--- config.mk ---
export PLATFORM = sky130hd
export DESIGN_NAME = bch15_dec_sched
export DESIGN_NICKNAME = d
export VERILOG_FILES = /design/src/rtl/bch15_dec_sched.sv
export SDC_FILE = /design/constraint.sdc
export NUM_CORES = 1
export LEC_CHECK = 0
export CORE_MARGIN = 2
export CORE_UTILIZATION = 54
export DETAILED_ROUTE_END_ITERATION = 16
export PLACE_DENSITY = 0.92
export SYNTH_ARGS = -nofsm -noshare
export SYNTH_HDL_FRONTEND = slang
export SYNTH_SLANG_ARGS = --single-unit
--- constraint.sdc ---
create_clock -name clk -period 4.2 [get_ports clk]
set_input_delay 0.84 -clock clk [delete_from_list [all_inputs] [get_ports clk]]
set_output_delay 0.84 -clock clk [all_outputs]
set_load 0.05 [all_outputs]
--- src/rtl/bch15_dec_sched.sv ---
// -----------------------------------------------------------------------------
// bch15_dec_sched
// Scheduler in front of a serial (15,7,5) BCH decoder. It arbitrates between
// two codeword requesters (A and B, round-robin), shifts the accepted codeword
// MSB-first into the decoder, waits for the decoder's ready or a timeout,
// captures the result into a one-entry result buffer and gives the decoder two
// idle cycles so it can clear its syndrome before the next frame.
//
// Ports
//   clk, rst_n             clock, asynchronous active-low reset
//   req_valid[1:0]         codeword valid per requester (0 = A, 1 = B)
//   req_cw_a, req_cw_b     15-bit codewords, bit 14 transmitted first
//   req_ready[1:0]         one-cycle accept strobe per requester
//   dec_enable, dec_ibit   decoder enable and serial bit
//   dec_bsy/rdy/err        decoder busy, ready, uncorrectable status
//   dec_outw[6:0]          decoder corrected data word
//   res_valid/res_ready    result handshake
//   res_data, res_err,     decoded word, error (uncorrectable or timeout),
//   res_tag, res_tmo       requester id, timeout flag
//
// Optional feature: define BCH_SCHED_STATS_EN to add the statistics outputs
//   stat_frames, stat_uncorr, stat_tmo (saturating 16-bit counters) and the
//   sticky stat_bsy_err flag (decoder not busy during shift bit n >= 2).
// -----------------------------------------------------------------------------
module bch15_dec_sched #(
   parameter int TIMEOUT = 32
) (
   input  logic        clk,
   input  logic        rst_n,
   input  logic [1:0]  req_valid,
   input  logic [14:0] req_cw_a,
   input  logic [14:0] req_cw_b,
   output logic [1:0]  req_ready,
   output logic        dec_enable,
   output logic        dec_ibit,
   input  logic        dec_bsy,
   input  logic        dec_rdy,
   input  logic        dec_err,
   input  logic [6:0]  dec_outw,
   output logic        res_valid,
   input  logic        res_ready,
   output logic [6:0]  res_data,
   output logic        res_err,
   output logic        res_tag,
   output logic        res_tmo
`ifdef BCH_SCHED_STATS_EN
   ,
   output logic [15:0] stat_frames,
   output logic [15:0] stat_uncorr,
   output logic [15:0] stat_tmo,
   output logic        stat_bsy_err
`endif
);

   typedef enum logic [2:0] {
      IDLE    = 3'd0,
      SHIFT   = 3'd1,
      WAIT    = 3'd2,
      CAPTURE = 3'd3,
      HOLD    = 3'd4,
      RELEASE = 3'd5
   } state_t;

   // Counter value seen in the last WAIT cycle before the timeout fires.
   localparam logic [5:0] TMO_LAST = 6'(TIMEOUT - 1);

   state_t      state_r;
   state_t      state_s;
   logic [1:0]  req_ready_r;
   logic [13:0] sh_r;          // remaining codeword bits; bit 14 goes out on the grant edge
   logic        tag_r;
   logic        prio_r;        // requester favoured when both are valid
   logic        armed_r;       // low for the first cycle after reset
   logic [3:0]  bit_cnt_r;
   logic [5:0]  tmo_cnt_r;
   logic        rel_cnt_r;
   logic        dec_enable_r;
   logic        dec_ibit_r;
   logic [6:0]  cap_data_r;
   logic        cap_err_r;
   logic        cap_tmo_r;
   logic        res_valid_r;
   logic [6:0]  res_data_r;
   logic        res_err_r;
   logic        res_tag_r;
   logic        res_tmo_r;

   logic        arm_s;
   logic        xfer_s;
   logic        gnt_tag_s;
   logic [1:0]  gnt_oh_s;
   logic [14:0] cw_sel_s;

   // Round-robin pick and codeword mux for the requester holding the grant.
   always_comb begin
      gnt_tag_s = 1'b0;
      if (req_valid == 2'b11) begin
         gnt_tag_s = prio_r;
      end else if (req_valid[1]) begin
         gnt_tag_s = 1'b1;
      end else begin
         gnt_tag_s = 1'b0;
      end
      gnt_oh_s = gnt_tag_s ? 2'b10 : 2'b01;
      cw_sel_s = req_ready_r[1] ? req_cw_b : req_cw_a;
   end

   // Next-state logic. The grant is armed in one IDLE cycle and the
   // req_ready pulse of the following cycle is the transfer cycle.
   always_comb begin
      state_s = state_r;
      arm_s   = 1'b0;
      xfer_s  = 1'b0;
      case (state_r)
         IDLE: begin
            if (req_ready_r != 2'b00) begin
               if ((req_valid & req_ready_r) != 2'b00) begin
                  xfer_s  = 1'b1;
                  state_s = SHIFT;
               end else begin
                  state_s = IDLE;
               end
            end else if (armed_r && (req_valid != 2'b00) && !res_valid_r) begin
               arm_s = 1'b1;
            end else begin
               state_s = IDLE;
            end
         end
         SHIFT: begin
            if (bit_cnt_r == 4'd14) begin
               state_s = WAIT;
            end else begin
               state_s = SHIFT;
            end
         end
         WAIT: begin
            if (dec_rdy || (tmo_cnt_r == TMO_LAST)) begin
               state_s = CAPTURE;
            end else begin
               state_s = WAIT;
            end
         end
         CAPTURE: state_s = RELEASE;
         RELEASE: begin
            if (rel_cnt_r) begin
               state_s = HOLD;
            end else begin
               state_s = RELEASE;
            end
         end
         HOLD: begin
            // Leave as soon as the buffer is empty on the next cycle.
            if (!res_valid_r || res_ready) begin
               state_s = IDLE;
            end else begin
               state_s = HOLD;
            end
         end
         default: state_s = IDLE;
      endcase
   end

   // State register.
   always_ff @(posedge clk or negedge rst_n) begin
      if (!rst_n) begin
         state_r <= IDLE;
      end else begin
         state_r <= state_s;
      end
   end

   // Grant strobe, codeword/tag latch and round-robin pointer.
   always_ff @(posedge clk or negedge rst_n) begin
      if (!rst_n) begin
         armed_r     <= 1'b0;
         req_ready_r <= 2'b00;
         sh_r        <= 14'h0000;
         tag_r       <= 1'b0;
         prio_r      <= 1'b0;
      end else begin
         armed_r     <= 1'b1;
         req_ready_r <= arm_s ? gnt_oh_s : 2'b00;
         if (xfer_s) begin
            sh_r   <= cw_sel_s[13:0];
            tag_r  <= req_ready_r[1];
            prio_r <= ~req_ready_r[1];
         end else if (state_r == SHIFT) begin
            sh_r <= {sh_r[12:0], 1'b0};
         end
      end
   end

   // Cycle counters for shift, wait timeout and release phases.
   always_ff @(posedge clk or negedge rst_n) begin
      if (!rst_n) begin
         bit_cnt_r <= 4'd0;
         tmo_cnt_r <= 6'd0;
         rel_cnt_r <= 1'b0;
      end else begin
         bit_cnt_r <= (state_r == SHIFT)   ? bit_cnt_r + 4'd1 : 4'd0;
         tmo_cnt_r <= (state_r == WAIT)    ? tmo_cnt_r + 6'd1 : 6'd0;
         rel_cnt_r <= (state_r == RELEASE) ? ~rel_cnt_r : 1'b0;
      end
   end

   // Decoder drive, registered so it lines up with the state it belongs to.
   always_ff @(posedge clk or negedge rst_n) begin
      if (!rst_n) begin
         dec_enable_r <= 1'b0;
         dec_ibit_r   <= 1'b0;
      end else begin
         dec_enable_r <= (state_s == SHIFT) || (state_s == WAIT) || (state_s == CAPTURE);
         if (xfer_s) begin
            dec_ibit_r <= cw_sel_s[14];
         end else if ((state_r == SHIFT) && (state_s == SHIFT)) begin
            dec_ibit_r <= sh_r[13];
         end else begin
            dec_ibit_r <= 1'b0;
         end
      end
   end

   // Decoder result staging; a ready in the timeout cycle takes precedence.
   always_ff @(posedge clk or negedge rst_n) begin
      if (!rst_n) begin
         cap_data_r <= 7'h00;
         cap_err_r  <= 1'b0;
         cap_tmo_r  <= 1'b0;
      end else if ((state_r == WAIT) && (state_s == CAPTURE)) begin
         cap_data_r <= dec_rdy ? dec_outw : 7'h00;
         cap_err_r  <= dec_rdy ? dec_err : 1'b1;
         cap_tmo_r  <= ~dec_rdy;
      end
   end

   // One-entry result buffer; fields only change when a new result loads.
   always_ff @(posedge clk or negedge rst_n) begin
      if (!rst_n) begin
         res_valid_r <= 1'b0;
         res_data_r  <= 7'h00;
         res_err_r   <= 1'b0;
         res_tag_r   <= 1'b0;
         res_tmo_r   <= 1'b0;
      end else if (state_r == CAPTURE) begin
         res_valid_r <= 1'b1;
         res_data_r  <= cap_data_r;
         res_err_r   <= cap_err_r;
         res_tag_r   <= tag_r;
         res_tmo_r   <= cap_tmo_r;
      end else if (res_valid_r && res_ready) begin
         res_valid_r <= 1'b0;
      end
   end

   assign req_ready  = req_ready_r;
   assign dec_enable = dec_enable_r;
   assign dec_ibit   = dec_ibit_r;
   assign res_valid  = res_valid_r;
   assign res_data   = res_data_r;
   assign res_err    = res_err_r;
   assign res_tag    = res_tag_r;
   assign res_tmo    = res_tmo_r;

`ifdef BCH_SCHED_STATS_EN
   logic [15:0] st_frames_r;
   logic [15:0] st_uncorr_r;
   logic [15:0] st_tmo_r;
   logic        st_bsy_err_r;

   // Saturating per-frame statistics and sticky decoder-busy check.
   always_ff @(posedge clk or negedge rst_n) begin
      if (!rst_n) begin
         st_frames_r  <= 16'h0000;
         st_uncorr_r  <= 16'h0000;
         st_tmo_r     <= 16'h0000;
         st_bsy_err_r <= 1'b0;
      end else begin
         if (state_r == CAPTURE) begin
            if (st_frames_r != 16'hFFFF) begin
               st_frames_r <= st_frames_r + 16'h0001;
            end
            if (cap_err_r && (st_uncorr_r != 16'hFFFF)) begin
               st_uncorr_r <= st_uncorr_r + 16'h0001;
            end
            if (cap_tmo_r && (st_tmo_r != 16'hFFFF)) begin
               st_tmo_r <= st_tmo_r + 16'h0001;
            end
         end
         if ((state_r == SHIFT) && (bit_cnt_r >= 4'd2) && !dec_bsy) begin
            st_bsy_err_r <= 1'b1;
         end
      end
   end

   assign stat_frames  = st_frames_r;
   assign stat_uncorr  = st_uncorr_r;
   assign stat_tmo     = st_tmo_r;
   assign stat_bsy_err = st_bsy_err_r;
`else
   // Busy status only feeds the statistics logic.
   logic bsy_unused_s;
   assign bsy_unused_s = dec_bsy;
`endif

endmodule

; Word-level counts from Yosys, hierarchy flattened
; Cells that the tools add are included.
[classes]
multipliers = 0
eq_ne = 11
n_addsub = 2
bitwise = 4
order_cmp = 0
mux = 30
n_shift = 0
div_mod_pow = 0
reduce_logical = 16
[ops]
columns = operator, count
row1 = 14-bit two-way mux, 2
row2 = 3-bit case mux with 6 select lines, 1
row3 = 1-bit two-way mux, 17
row4 = 15-bit two-way mux, 1
row5 = "3-bit by 2-bit equality test with 1-bit output, second input constant", 4
row6 = 2-bit nonzero test, 5
row7 = 3-bit two-way mux, 3
row8 = 7-bit two-way mux, 1
row9 = "6-bit by 1-bit adder with 6-bit output, second input constant", 1
row10 = "3-bit by 1-bit equality test with 1-bit output, second input constant", 2
row11 = "3-bit equality test, second input constant", 2
row12 = "6-bit by 5-bit equality test with 1-bit output, second input constant", 1
row13 = 2-bit two-way mux, 3
row14 = 6-bit two-way mux, 1
row15 = 1-bit logical AND, 5
row16 = "4-bit by 1-bit adder with 4-bit output, second input constant", 1
row17 = "4-bit equality test, second input constant", 1
row18 = 1-bit logical OR, 4
row19 = 4-bit two-way mux, 1
row20 = 3-bit logical NOT, 1
row21 = 1-bit NOT, 3
row22 = 2-bit bitwise AND, 1
row23 = "2-bit equality test, second input constant", 1
row24 = 1-bit logical NOT, 1
[totals]
n_memories = 0
inputBits = 45
register_bits = 55
latchBits = 0
ram_bits = 0
mem_bits_ro = 0
output_inout_bits = 15
elab_cells = 82

; Logic depth before layout (Yosys ltp)
; Gate-level depths: netlist of run 1.
[depth]
ltp_word = 10
depth_mapped = 5
depth_no_buf = 5

; Worst setup path after synthesis of run 1
; No wires, ideal clock.
[synth_path]
kind = input to register
startpoint = input dec_rdy
endpoint = register cap_err_r
required_time_ns = 4.079
path_buffers = 2
setup_time_ns = 0.121
path_stages = 5
arrival_time_ns = 1.606
setup_slack_ns = 2.473
path_cell_list = clkbuf_1 and4bb_2 buf_2 o2bb2ai_1 a21oi_1
[synth_via]
elab_chain_cells = 5
elab_cells_between_ends = 6
cone_classes = eq/ne: 1 / mux: 3 / reduce/logical: 2
[synth_rtl]
columns = element, line
row1 = "start, declared", 37  ; input logic dec_rdy,
row2 = 1-bit logical OR, 137  ; if (dec_rdy || (tmo_cnt_r == TMO_LAST)) begin
row3 = 1-bit two-way mux, 137
row4 = 3-bit case mux with 6 select lines, 114  ; case (state_r)
row5 = 3-bit by 2-bit equality test with 1-bit output, 229  ; end else if ((state_r == WAIT) && (state_s == CAPTURE)) begin
row6 = 1-bit logical AND, 229
row7 = "end signal, assigned", 231  ; cap_err_r <= dec_rdy ? dec_err : 1'b1;
row8 = "end, declared", 80  ; logic cap_err_r;
; Several ways; a longest one is shown, not always the timed one.
; A chain may end at the register's enable or synchronous reset.

; Worst setup path after layout of run 1
[layout_path]
startpoint = register req_ready_r[1] (netlist: req_ready[1])
endpoint = output req_ready[1]
[layout_rtl]
columns = element, line
row1 = "start, declared", 69  ; logic [1:0] req_ready_r;
row2 = "start signal, assigned", 182  ; req_ready_r <= arm_s ? gnt_oh_s : 2'b00;
row3 = "end, declared", 33  ; output logic [1:0] req_ready,
; No word-level cell between the ends.

==> results.txt, run 1 <==
- DIE WIDTH: 73.9 um
* Pleak: 1.45 nW
* Via count: 1909
- Number of I/O pins: 60
- Total Routing Usage GR: 0.211
- Clock latency on the worst-skew pair, taken at its later pin, is 0.31 ns.
- Number of levels the H-tree was split into: 2
- Final cycle utilization of the critical path: 0.727
- Signed area change from the synthesized netlist to the final layout: 26.2%
- The endpoint identified for the worst register-to-register timing path is sh_r[4].
- Number of violations of the max-capacitance limit: 0
- DIE AREA: 5460 um^2
- Class of the tightest hold or removal check: register to register
- Post-CTS clock slew at the launch and capture registers of the worst setup and hold paths: 0.10 ns
* Hold depth: 1
- Fin Clk Skew: 0.0111 ns
- On the critical path, the stage with the largest delay is an instance of dfrtp_1.
* Slowest Stage Delay on Critical Path: 0.95 ns
- For this run, asynchronously set or reset flops after synthesis account for 1.00.
* Minimum hold slack: 0.494 ns
* Number of buffers created by CTS: 5
- Critical Path Fanout Max: 20
* Net total in the final layout: 325
* Cell-by-cell trace of the critical path: clkdlybuf4s50_1
- For this design, the sink count on the clock tree is 55.
- The Yosys step of the flow raised 0 warnings.
* Hold Crit Start: prio_r
- Number of antenna violations at the first check in global routing: 0
- Critical path capture point type: output port
- Depth of the most critical reg-to-reg path: 3
- Before antenna repair, the detailed router went through 5 iterations.
* Register area share after synthesis: 0.522
- The count of nets left with antenna violations once routing finished came out at 0.
* Vias in the first global route: 1822
- In this run the tightest slew margin relative to its limit is 0.378.
* Most common flop cell mapped by yosys: dfrtp_1
- Capture endpoint of the worst hold path: req_ready[0]
- Number of synthesized flops with an enable pin: 0
- The routed design has 5100 um of wire.
- Routability-driven placement congestion ratio: 0.756
* Number of buffers inserted by hold repair at cts: 0
- The core region is 4720 um^2.
- Post-route DRC: 0
* Number of flip-flops and latches in the synthesized netlist: 55
- Aggregate global routing overflow: 0
- Buf+Inv Stages, Crit Path: 1
- In the final routed layout, each cell accounts on average for 14.8 um.
- Worst endpoint data arrival time: 2.22 ns
* Mean number of vias per cell: 5.53
* R2r setup slk: 2.15 ns
- Most common library cell in the layout ignoring fill and taps: clkdlybuf4s50_1
* Type of origin of the critical path: register
- After clock tree synthesis, the repair step resized 0 gates.
- Synth unique cells: 46
- Worst Path Class, Setup: register to output port
- Setup repair after global routing missed its margin: false
- Total of endpoints with negative setup slack in the final report: 0
- The first global-routing pass estimated 8650 um of wire.
- The longest clock path from root to sink contains 2 buffers.
* Total standard cell area after synthesis: 2640 um^2
- Launching point of the worst reg2reg path: state_r[0]
- Height of the chip: 73.9 um
* HPWL after DPL: 3510 um
* Final-report hold violation count: 0
* Initial cell density of the core: 0.559
- Before CTS, the worst setup slack after placement is 1.49 ns.
* Total of buffers placed on input and output ports: 58
- The tree is rooted in a clkbuf_8.
- Power density over the cells: 471 nW/um^2
- Entering global routing, the biggest net connects 30 pins.
- TritonCTS built the clock tree.
- Actual transition at the worst max-transition pin: 0.929 ns
- Antenna Cells: 0
* Final critical path time including I/O delays and setup: 3.06 ns
* Required @ worst endpoint: 3.36 ns
* Max IR drop VDD: 0.000264 V
* Standard-cell rows: 25
- Gate count after technology mapping: 224
- Buffer count from post-CTS setup fixing: 0
- # fillers: 335
- Final TNS setup: 0 ns
- After the first detailed-routing iteration, the DRC count stood at 243.
- The flow ran to the end, and the final reports show no timing, DRC or antenna violations.
* Highest Clock Rate: 0.327 GHz
* Top delay family on crit path: flip-flops
- After layout, the worst setup slack is 1.14 ns.
* Synthesized area per cell: 11.8 um^2
* Final Max Slew Viols: 0
* Most frequent cells in the layout: 57 x clkdlybuf4s50_1, 55 x dfrtp_1, 28 x mux2i_1
* Syn_nets: 272
* Proportion of layout cells with a drive suffix above 1: 0.115
sequential cells by signal, indices dropped and copies added, names as in the netlist:
signal	flops
cap_tmo_r	1
state_r	3
cap_err_r	1
res_data	7
dec_ibit	1
armed_r	1
tmo_cnt_r	6
rel_cnt_r	1
res_err	1
sh_r	14
res_tag	1
res_tmo	1
bit_cnt_r	4
req_ready	2
cap_data_r	7
prio_r	1
res_valid	1
dec_enable	1
tag_r	1
synthesized netlist by cell type (2+ instances only):
cell type	n	area (um^2)
nor2_1	17	63.8
a221oi_1	6	52.6
nand2_1	7	26.3
a211oi_1	2	15.0
o21ai_1	4	20.0
o21ai_0	9	45.0
nor3b_1	2	15.0
mux2i_1	28	280
nand3_1	5	25.0
xor2_1	2	17.5
buf_6	5	56.3
a21oi_1	4	20.0
dfrtp_1	55	1380
buf_2	6	30.0
nand2b_1	9	56.3
inv_1	9	33.8
ha_1	3	37.5
nor2b_1	4	25.0
a22oi_1	3	22.5
and3b_1	2	17.5
a22oi_2	4	50.1
mux2_2	11	124
a32oi_1	2	17.5
xnor2_1	3	26.3
stage by stage:
| stage | total power, W | utilization | instance area (um^2) | cells |
|---|---|---|---|---|
| after global placement | 0.00118 | 0.680 | 3210 | 337 |
| after detailed placement | 0.00121 | 0.680 | 3210 | 337 |
| after global routing | 0.00166 | 0.705 | 3330 | 345 |
| after CTS | 0.00157 | 0.705 | 3330 | 345 |
| final | 0.00157 | 0.705 | 3330 | 345 |
| after floorplan | 0.00108 | - | 2640 | 224 |
where the power goes:
group          internal (W)  switching [W]  leakage, nW
Sequential         0.000644      0.0000931        0.679
Combinational      0.000222       0.000242        0.713
Clock              0.000193       0.000173       0.0612
Total               0.00106       0.000509         1.45
worst max-delay path by stage:
stage,start,to,slack (ns),depth (start not counted)
floorplan,dec_rdy,cap_err_r,2.47,5
global placement,req_ready[1],req_ready[1],1.50,1
detailed placement,req_ready[1],req_ready[1],1.49,1
CTS,req_ready[1],req_ready[1],1.14,1
global route,req_ready[1],req_ready[1],1.04,1
finish,req_ready[1],req_ready[1],1.14,1
routing by layer:
| metal | GRT usage | wire [um] |
|---|---|---|
| met5 | 0 | 0 |
| met4 | 0.0667 | 87 |
| met3 | 0.0535 | 191 |
| met2 | 0.328 | 2580 |
| met1 | 0.292 | 2240 |
logic make-up after synthesis:
logic type	Yosys count	synth area share
compound gates	40	0.114
xor+xnor	5	0.0166
fa+ha+maj	3	0.0142
buf+inv	22	0.0484
flops	55	0.522
mux	39	0.153
other cells	1	0.00142
simple gates	59	0.130
layout make-up:
class	instances	area (um^2)	share of cell area
clock buffer	6	82.6	0.0248
inverter	9	33.8	0.0101
clock inverter	2	35.0	0.0105
multi-input combinational	147	1130	0.341
timing repair buffer	59	583	0.175
tap	67	83.8	0.0252
sequential	55	1380	0.413
(Power assumes the default switching activity.)
==> run 2: changes to the inputs <==
Settings changed: CORE_UTILIZATION 54 to 45, PLACE_DENSITY 0.92 to 0.83.
Clock period 4.2 ns to 2.8 ns, I/O delays scaled along.
==> run 2 against run 1 <==
Die area grew 19%. Clock power grew 16%. Cell count grew 2.3%. Worst setup slack lost 0.46 ns. Routed wire length grew 0.75%. Core utilization shrank 11 points. Sequential power grew 48%. Sequential share of layout area grew 0.093 points. Critical endpoint is now req_ready[0]. Largest cell class unchanged. Highest routed layer unchanged.
==> results.txt, run 2 (synthesis results as in run 1) <==
* Number of buffers inserted by hold repair at cts: 0 (unchanged)
- The diode insertion count for antenna repair came to 0 (unchanged).
* Required @ worst endpoint: 2.24 ns (was 3.36 ns)
- Critical path startpoint: req_ready[0] (was req_ready[1])
- The number of antenna violations at the first check in global routing was 0 (unchanged).
- The worst reg2reg path depth was 4 (was 3).
* Post-CTS clock slew at the launch and capture registers of the worst setup and hold paths: 0.09 ns (was 0.10 ns)
- The number of DRC markers after the initial detailed-route iteration was 99 (was 243).
- Most common library cell in the layout ignoring fill and taps: clkdlybuf4s50_1 (unchanged)
- Total of endpoints with negative setup slack in the final report: 0 (unchanged)
- Slowest Stage Delay on Critical Path: 0.82 ns (was 0.95 ns)
- The post-CTS setup-driven buffer insertion count came to 0 (unchanged).
- Worst slew margin: 0.381 (was 0.378)
* Number of buffers created by CTS: 5 (unchanged)
* Initial cell density of the core: 0.473 (was 0.559)
* Cells after DPL: 345 (was 337)
- Post-route DRC: 0 (unchanged)
- The leakage dissipation was 1.45 nW (about the same).
- The post-detailed-route via-to-cell ratio is 5.32 (was 5.53).
- CTS tree: yes (unchanged)
* Final cycle utilization of the critical path: 0.755
- The cell family contributing the most delay on the critical path was buffers and inverters (was flip-flops).
- Sinks on the clock net: 55 (unchanged)
- Class of the tightest hold or removal check: primary input to async pin (was register to register)
- Final critical path time including I/O delays and setup: 2.11 ns
* Power density over the cells: 674 nW/um^2 (was 471 nW/um^2)
* Count of cell instances traversed by the critical path: 1 (unchanged)
* Maximum number of pins on one net before global-route repair: 43 (was 30)
- Worst endpoint data arrival time: 1.55 ns (was 2.22 ns)
- The post-CTS resize count came to 0 (unchanged).
* Drt wl/cell: 14.5 um (was 14.8 um)
- The root cell of the clock tree is clkbuf_8 (unchanged).
- The overall die width came to 80.6 um (was 73.9 um).
- The count of nets left with antenna violations after detail routing was 0 (unchanged).
- Max IR drop VDD: 0.000346 V (was 0.000264 V)
- The number of fillers in the final layout is 475 (was 335).
- Setup crit end: req_ready[0] (was req_ready[1])
* Number of violations of the max-capacitance limit: 0 (unchanged)
* Clock buffer depth: 2 (unchanged)
- The fraction of layout cells with a size suffix above 1 was 0.117 (was 0.115).
- Total of buffers placed on input and output ports: 58 (unchanged)
* Total Routing Usage GR: 0.173 (was 0.211)
- Final Max Slew Viols: 0 (unchanged)
* Critical Path Fanout Max: 4 (was 20)
* Cell-by-cell trace of the critical path: clkdlybuf4s50_1 (unchanged)
- The number of H-tree levels was 2 (unchanged).
- The slew at the pin closest to its max-slew limit came to 0.929 ns (about the same).
- Critical path capture point type: output port (unchanged)
- The type of origin of the critical path is a register (unchanged).
* Setup repair after global routing missed its margin: false (unchanged)
- The slack of the worst reg-to-reg path came to 0.94 ns (was 2.15 ns).
- M1 WL: 2200 um (was 2240 um)
- Run status: complete, no violations (unchanged).
* Vias in the first global route: 1886 (was 1822)
- The total via count in the routed design was 1878 (was 1909).
- Metal3 WL: 215 um (was 191 um)
- The placeable core area came to 5570 um^2 (was 4720 um^2).
- The leftover overflow at the end of global routing is 0 (unchanged).
- Net total in the final layout: 328 (was 325)
- Height of the chip: 80.6 um (was 73.9 um)
* Number of I/O pins: 60 (unchanged)
- Final-report hold violation count: 0 (unchanged)
- Detailed-router iteration count before antenna repair: 4 (was 5)
- The final cell count without fillers was 353 (was 345).
- The buffering stage count on the worst path with inverters included is 1 (unchanged).
- Biggest register: sh_r (unchanged)
- The type of the worst setup path is register to output port (unchanged).
- Signed area change from the synthesized netlist to the final layout: 25.9% (was 26.2%)
* Met2 layer wire length in the routed design: 2660 um (was 2580 um)
* Global-route wire length before repair: 8640 um (was 8650 um)
- The origin of the critical flop-to-flop path is state_r[0] (unchanged).
- The capture point of the worst reg-to-reg path is sh_r[3] (was sh_r[4]).
- DIE AREA: 6490 um^2 (was 5460 um^2)
- The highest-delay cell along the critical path is clkdlybuf4s50_1 (was dfrtp_1).
- Fin Clk Skew: 0.00696 ns (was 0.0111 ns)
- Final TNS setup: 0 ns (unchanged)
* Standard-cell rows: 27 (was 25)
- Final routed wirelength across all metal layers: 5130 um (was 5100 um)
- Routability-driven placement congestion ratio: 0.760 (was 0.756)
- The number of flip-flops under the largest register name is 14 (unchanged).
- Clk_lat worst skew: 0.31 ns (about the same)
* HPWL after DPL: 3670 um (was 3510 um)
* Highest Clock Rate: 0.473 GHz
- Most frequent cells in the layout: 57 x clkdlybuf4s50_1, 55 x dfrtp_1, 28 x mux2i_1 (unchanged).
* Max layer used: met4 (unchanged)
* Fraction of the core area covered by cells at the end of the flow: 0.596 (was 0.705)
==> run 2: changes by cell type in the layout (fill, tap and decap cells not counted), sizes merged <==
cell    previous run  this run
clkbuf             6         7
buf                2         5
bufinv             1         0
==> run 2: worst register-to-register path, stage by stage, from the launching register on <==
cell     delay (ns)
dfrtp_1        0.60
nor3b_2        0.60
buf_4          0.26
mux2i_1        0.21
mux2i_1        0.09
==> run 2: worst min path at each step <==
stage,startpoint,endpoint,slack [ns],cells past startpoint
finish,rst_n,sh_r[8],0.38,1
global route,rst_n,sh_r[8],0.44,1
CTS,rst_n,sh_r[10],0.41,1
detailed placement,prio_r,req_ready[0],0.48,1
global placement,prio_r,req_ready[0],0.46,1
floorplan,rst_n,armed_r,0.26,0
==> run 2: routing by layer <==
metal	up-vias	global-route usage
met5	-	0
met3	4	0.0371
met2	45	0.300
met4	0	0.0576
li1	901	-
met1	928	0.213
==> run 2: layout make-up <==
class | count | area (um^2) | share of cell area
clock buffers | 7 | 76.3 | 0.0230
well taps | 72 | 90.1 | 0.0271
flip-flops and latches | 55 | 1380 | 0.414
repair buffers | 62 | 606 | 0.182
clock inverters | 1 | 5.00 | 0.00151
inverters | 9 | 33.8 | 0.0102
multi-input cells | 147 | 1130 | 0.342
==> run 2: stage by stage <==
stage	instance area (um^2)	hold WS [ns]	worst slack (ns)	total power [W]
floorplan	2640	0.264	1.13	0.00162
global placement	3240	0.462	0.812	0.00180
detailed placement	3240	0.478	0.798	0.00183
CTS	3320	0.415	0.682	0.00226
global route	3320	0.436	0.627	0.00238
finish	3320	0.383	0.686	0.00224
==> run 2: power by group <==
part | switching (W) | internal, W
logic | 0.000378 | 0.000344
registers | 0.000126 | 0.000967
clock network | 0.000247 | 0.000176
total | 0.000751 | 0.00149
==> run 3: changes to the inputs <==
Settings changed: CORE_UTILIZATION 45 to 50, PLACE_DENSITY 0.83 to 0.87.
Clock period 2.8 ns to 2.17 ns, I/O delays scaled along.
==> run 3 against run 2 <==
Global-route usage rose by 1.4 points. Design area rose by 1.2%. Via count increased by 0.27%. Worst setup slack got worse by 0.51 ns. Sequential share of layout area shrank 0.48 points. Worst hold slack got worse by 0.28 ns. Clock skew increased by 0.0027 ns. Count of clock-buffer cells in the layout decreased by 1. Power up 29%. Non-clock buffer count increased by 2. Sequential power grew 30%. Core utilization rose by 6.2 points. Largest cell class unchanged.
==> results.txt, run 3 (synthesis results as in run 1) <==
* Most frequent cells in the layout: 56 x clkdlybuf4s50_1, 55 x dfrtp_1, 28 x mux2i_1 (was 57 x clkdlybuf4s50_1, 55 x dfrtp_1, 28 x mux2i_1)
- Final-report hold violation count: 0 (unchanged)
- The clock sink total was 55 (unchanged).
- The worst path required time was 1.74 ns (was 2.24 ns).
* Final cycle utilization of the critical path: 0.917
* Global-route track usage on met3: 0.0367 (was 0.0371)
- The most frequent standard cell in the layout excluding fill and tap cells is clkdlybuf4s50_1 (unchanged).
- Maximum number of pins on one net before global-route repair: 56 (was 43)
- CTS tree: yes (unchanged)
- The post-detailed-route via-to-cell ratio came to 5.33 (was 5.32).
- The cell family contributing the most delay on the critical path is buffers and inverters (unchanged).
* Buf+Inv Stages, Crit Path: 1 (unchanged)
* Met2 track utilization from global routing: 0.310 (was 0.300)
- The final max-slew violation count came to 0 (unchanged).
- The cell internal power dissipation came to 0.00193 W (was 0.00149 W).
- Cell-by-cell trace of the critical path: clkdlybuf4s50_1 (unchanged)
- The diode insertion count for antenna repair was 0 (unchanged).
- Number of antenna violations at the first check in global routing: 0 (unchanged)
- Critical path capture point type: output port (unchanged)
* Number of buffers inserted by hold repair at cts: 0 (unchanged)
* Global-route track usage on met1: 0.250 (was 0.213)
- Clock tree root buffer cell: clkbuf_8 (unchanged)
* Signed area change from the synthesized netlist to the final layout: 27.4% (was 25.9%)
* Standard cell core area: 5110 um^2 (was 5570 um^2)
* Clk_lat worst skew: 0.31 ns (about the same)
* DIE AREA: 5870 um^2 (was 6490 um^2)
* Total of buffers placed on input and output ports: 58 (unchanged)
- Height of the chip: 76.6 um (was 80.6 um)
- The power density relative to cell area came to 862 nW/um^2 (was 674 nW/um^2).
- Net total in the final layout: 330 (was 328)
* Drt initial violations: 147 (was 99)
- Post-route DRC: 0 (unchanged)
- The proportion of total power due to net switching was 0.333 (was 0.336).
* Sum of internal, switching and leakage power: 0.00290 W (was 0.00224 W)
- The setup skew after layout came to 0.00967 ns (was 0.00696 ns).
- Top Usage Layer GRT: met2 (unchanged)
* Standard-cell rows: 26 (was 27)
- The leakage dissipation came to 1.47 nW (was 1.45 nW).
- The type of origin of the critical path is a register (unchanged).
- Worst Path Class, Setup: register to output port (unchanged)
* Proportion of layout cells with a drive suffix above 1: 0.131 (was 0.117)
- Clock network fraction of design power: 0.187 (was 0.189)
- The overall die width was 76.6 um (was 80.6 um).
- Worst slew margin: 0.658 (was 0.381)
- The total global routing track utilization was 0.187 (was 0.173).
* Number of levels the H-tree was split into: 2 (unchanged)
- The biggest cell delay along the critical path was 0.83 ns (was 0.82 ns).
* Number of I/O pins: 60 (unchanged)
- The number of fillers in the final layout was 388 (was 475).
- The worst vdd rail ir drop is 0.000391 V (was 0.000346 V).
- The final-layout setup total negative slack was 0 ns (unchanged).
* Highest Clock Rate: 0.502 GHz
* Run status: complete, no violations (unchanged)
* CP max stage cell: clkdlybuf4s50_1 (unchanged)
- The number of flip-flops under the largest register name is 14 (unchanged).
- The post-CTS resize count came to 0 (unchanged).
- The sequential share of power is 0.489 (was 0.488).
- The post-CTS setup-driven buffer insertion count was 0 (unchanged).
- The post-detailed-route wirelength per cell is 14.2 um (was 14.5 um).
* Worst endpoint data arrival time: 1.56 ns (was 1.55 ns)
* Via count: 1883 (was 1878)
- The worst-path maximum fanout came to 4 (unchanged).
- Fraction of power consumed by combinational cells: 0.324 (was 0.322)
- The number of iterations in the first detailed-routing pass was 4 (unchanged).
* Antenna Nets Post-Route: 0 (unchanged)
- Final routed wirelength across all metal layers: 5020 um (was 5130 um)
- Class of the tightest hold or removal check: primary input to async pin (unchanged)
* Aggregate global routing overflow: 0 (unchanged)
- The global-route wire length before repair was 8750 um (was 8640 um).
- The placer congestion estimate was 0.731 (was 0.760).
- The slew at the pin closest to its max-slew limit came to 0.512 ns (was 0.929 ns).
* Number of buffers created by CTS: 5 (unchanged)
- The clock period could shrink to 1.99 ns.
* Total of endpoints with negative setup slack in the final report: 0 (unchanged)
- Post-CTS clock slew at the launch and capture registers of the worst setup and hold paths: 0.10 ns (was 0.09 ns)
- The switching component of the power was 0.000964 W (was 0.000751 W).
- Number of violations of the max-capacitance limit: 0 (unchanged)
* Biggest register: sh_r (unchanged)
- The initial standard-cell utilization of the core was 0.517 (was 0.473).
* Setup repair after global routing missed its margin: false (unchanged)
- The maximum clock insertion buffer count is 2 (unchanged).
- The final HPWL from detailed placement is 3620 um (was 3670 um).
- Vias in the first global route: 1851 (was 1886)
==> run 3: worst paths after layout <==
path                         startpoint       endpoint  slack [ns]  depth (start not counted)
min in group clk                 prio_r   req_ready[0]        0.49                          1
max reg2reg                  state_r[1]    res_data[0]        0.49                          3
max                        req_ready[0]   req_ready[0]        0.18                          1
min                               rst_n       sh_r[10]        0.11                          2
max in group asynchronous         rst_n  cap_data_r[0]        1.82                          2
min reg2reg                      prio_r   req_ready[0]        0.49                          1
==> run 3: metrics by stage <==
step                      instance area (um^2)  hold WS, ns  setup slack (ns)  utilization  instances
final                                     3360        0.106             0.180        0.658        353
after global routing                      3360        0.116             0.127        0.658        353
after CTS                                 3360        0.117             0.165        0.658        353
after detailed placement                  3280        0.453             0.369        0.641        345
after global placement                    3280        0.450             0.435        0.641        345
after floorplan                           2640        0.138             0.495            -        224
==> run 3: cell type report <==
type	count	area [um^2]	share of cell area
clock buffer	6	72.6	0.0216
clock inverter	2	12.5	0.00372
inverter	9	33.8	0.0101
multi-input combinational	147	1130	0.338
sequential	55	1380	0.410
tap	70	87.6	0.0261
timing repair buffer	64	643	0.191
==> run 3: power by group through the flow <==
stage               Combinational [W]  Clock [W]  Sequential (W)
CTS                          0.000947   0.000561         0.00142
global route                  0.00104   0.000595         0.00145
global placement             0.000916          0         0.00142
detailed placement           0.000944          0         0.00143
finish                       0.000939   0.000540         0.00142
floorplan                    0.000589          0         0.00150
==> run 3: per-layer routing <==
| metal | up-vias | share of wire |
|---|---|---|
| li1 | 913 | - |
| met1 | 925 | 0.44 |
| met2 | 39 | 0.52 |
| met3 | 6 | 0.031 |
| met4 | 0 | 0.012 |
| met5 | - | 0 |
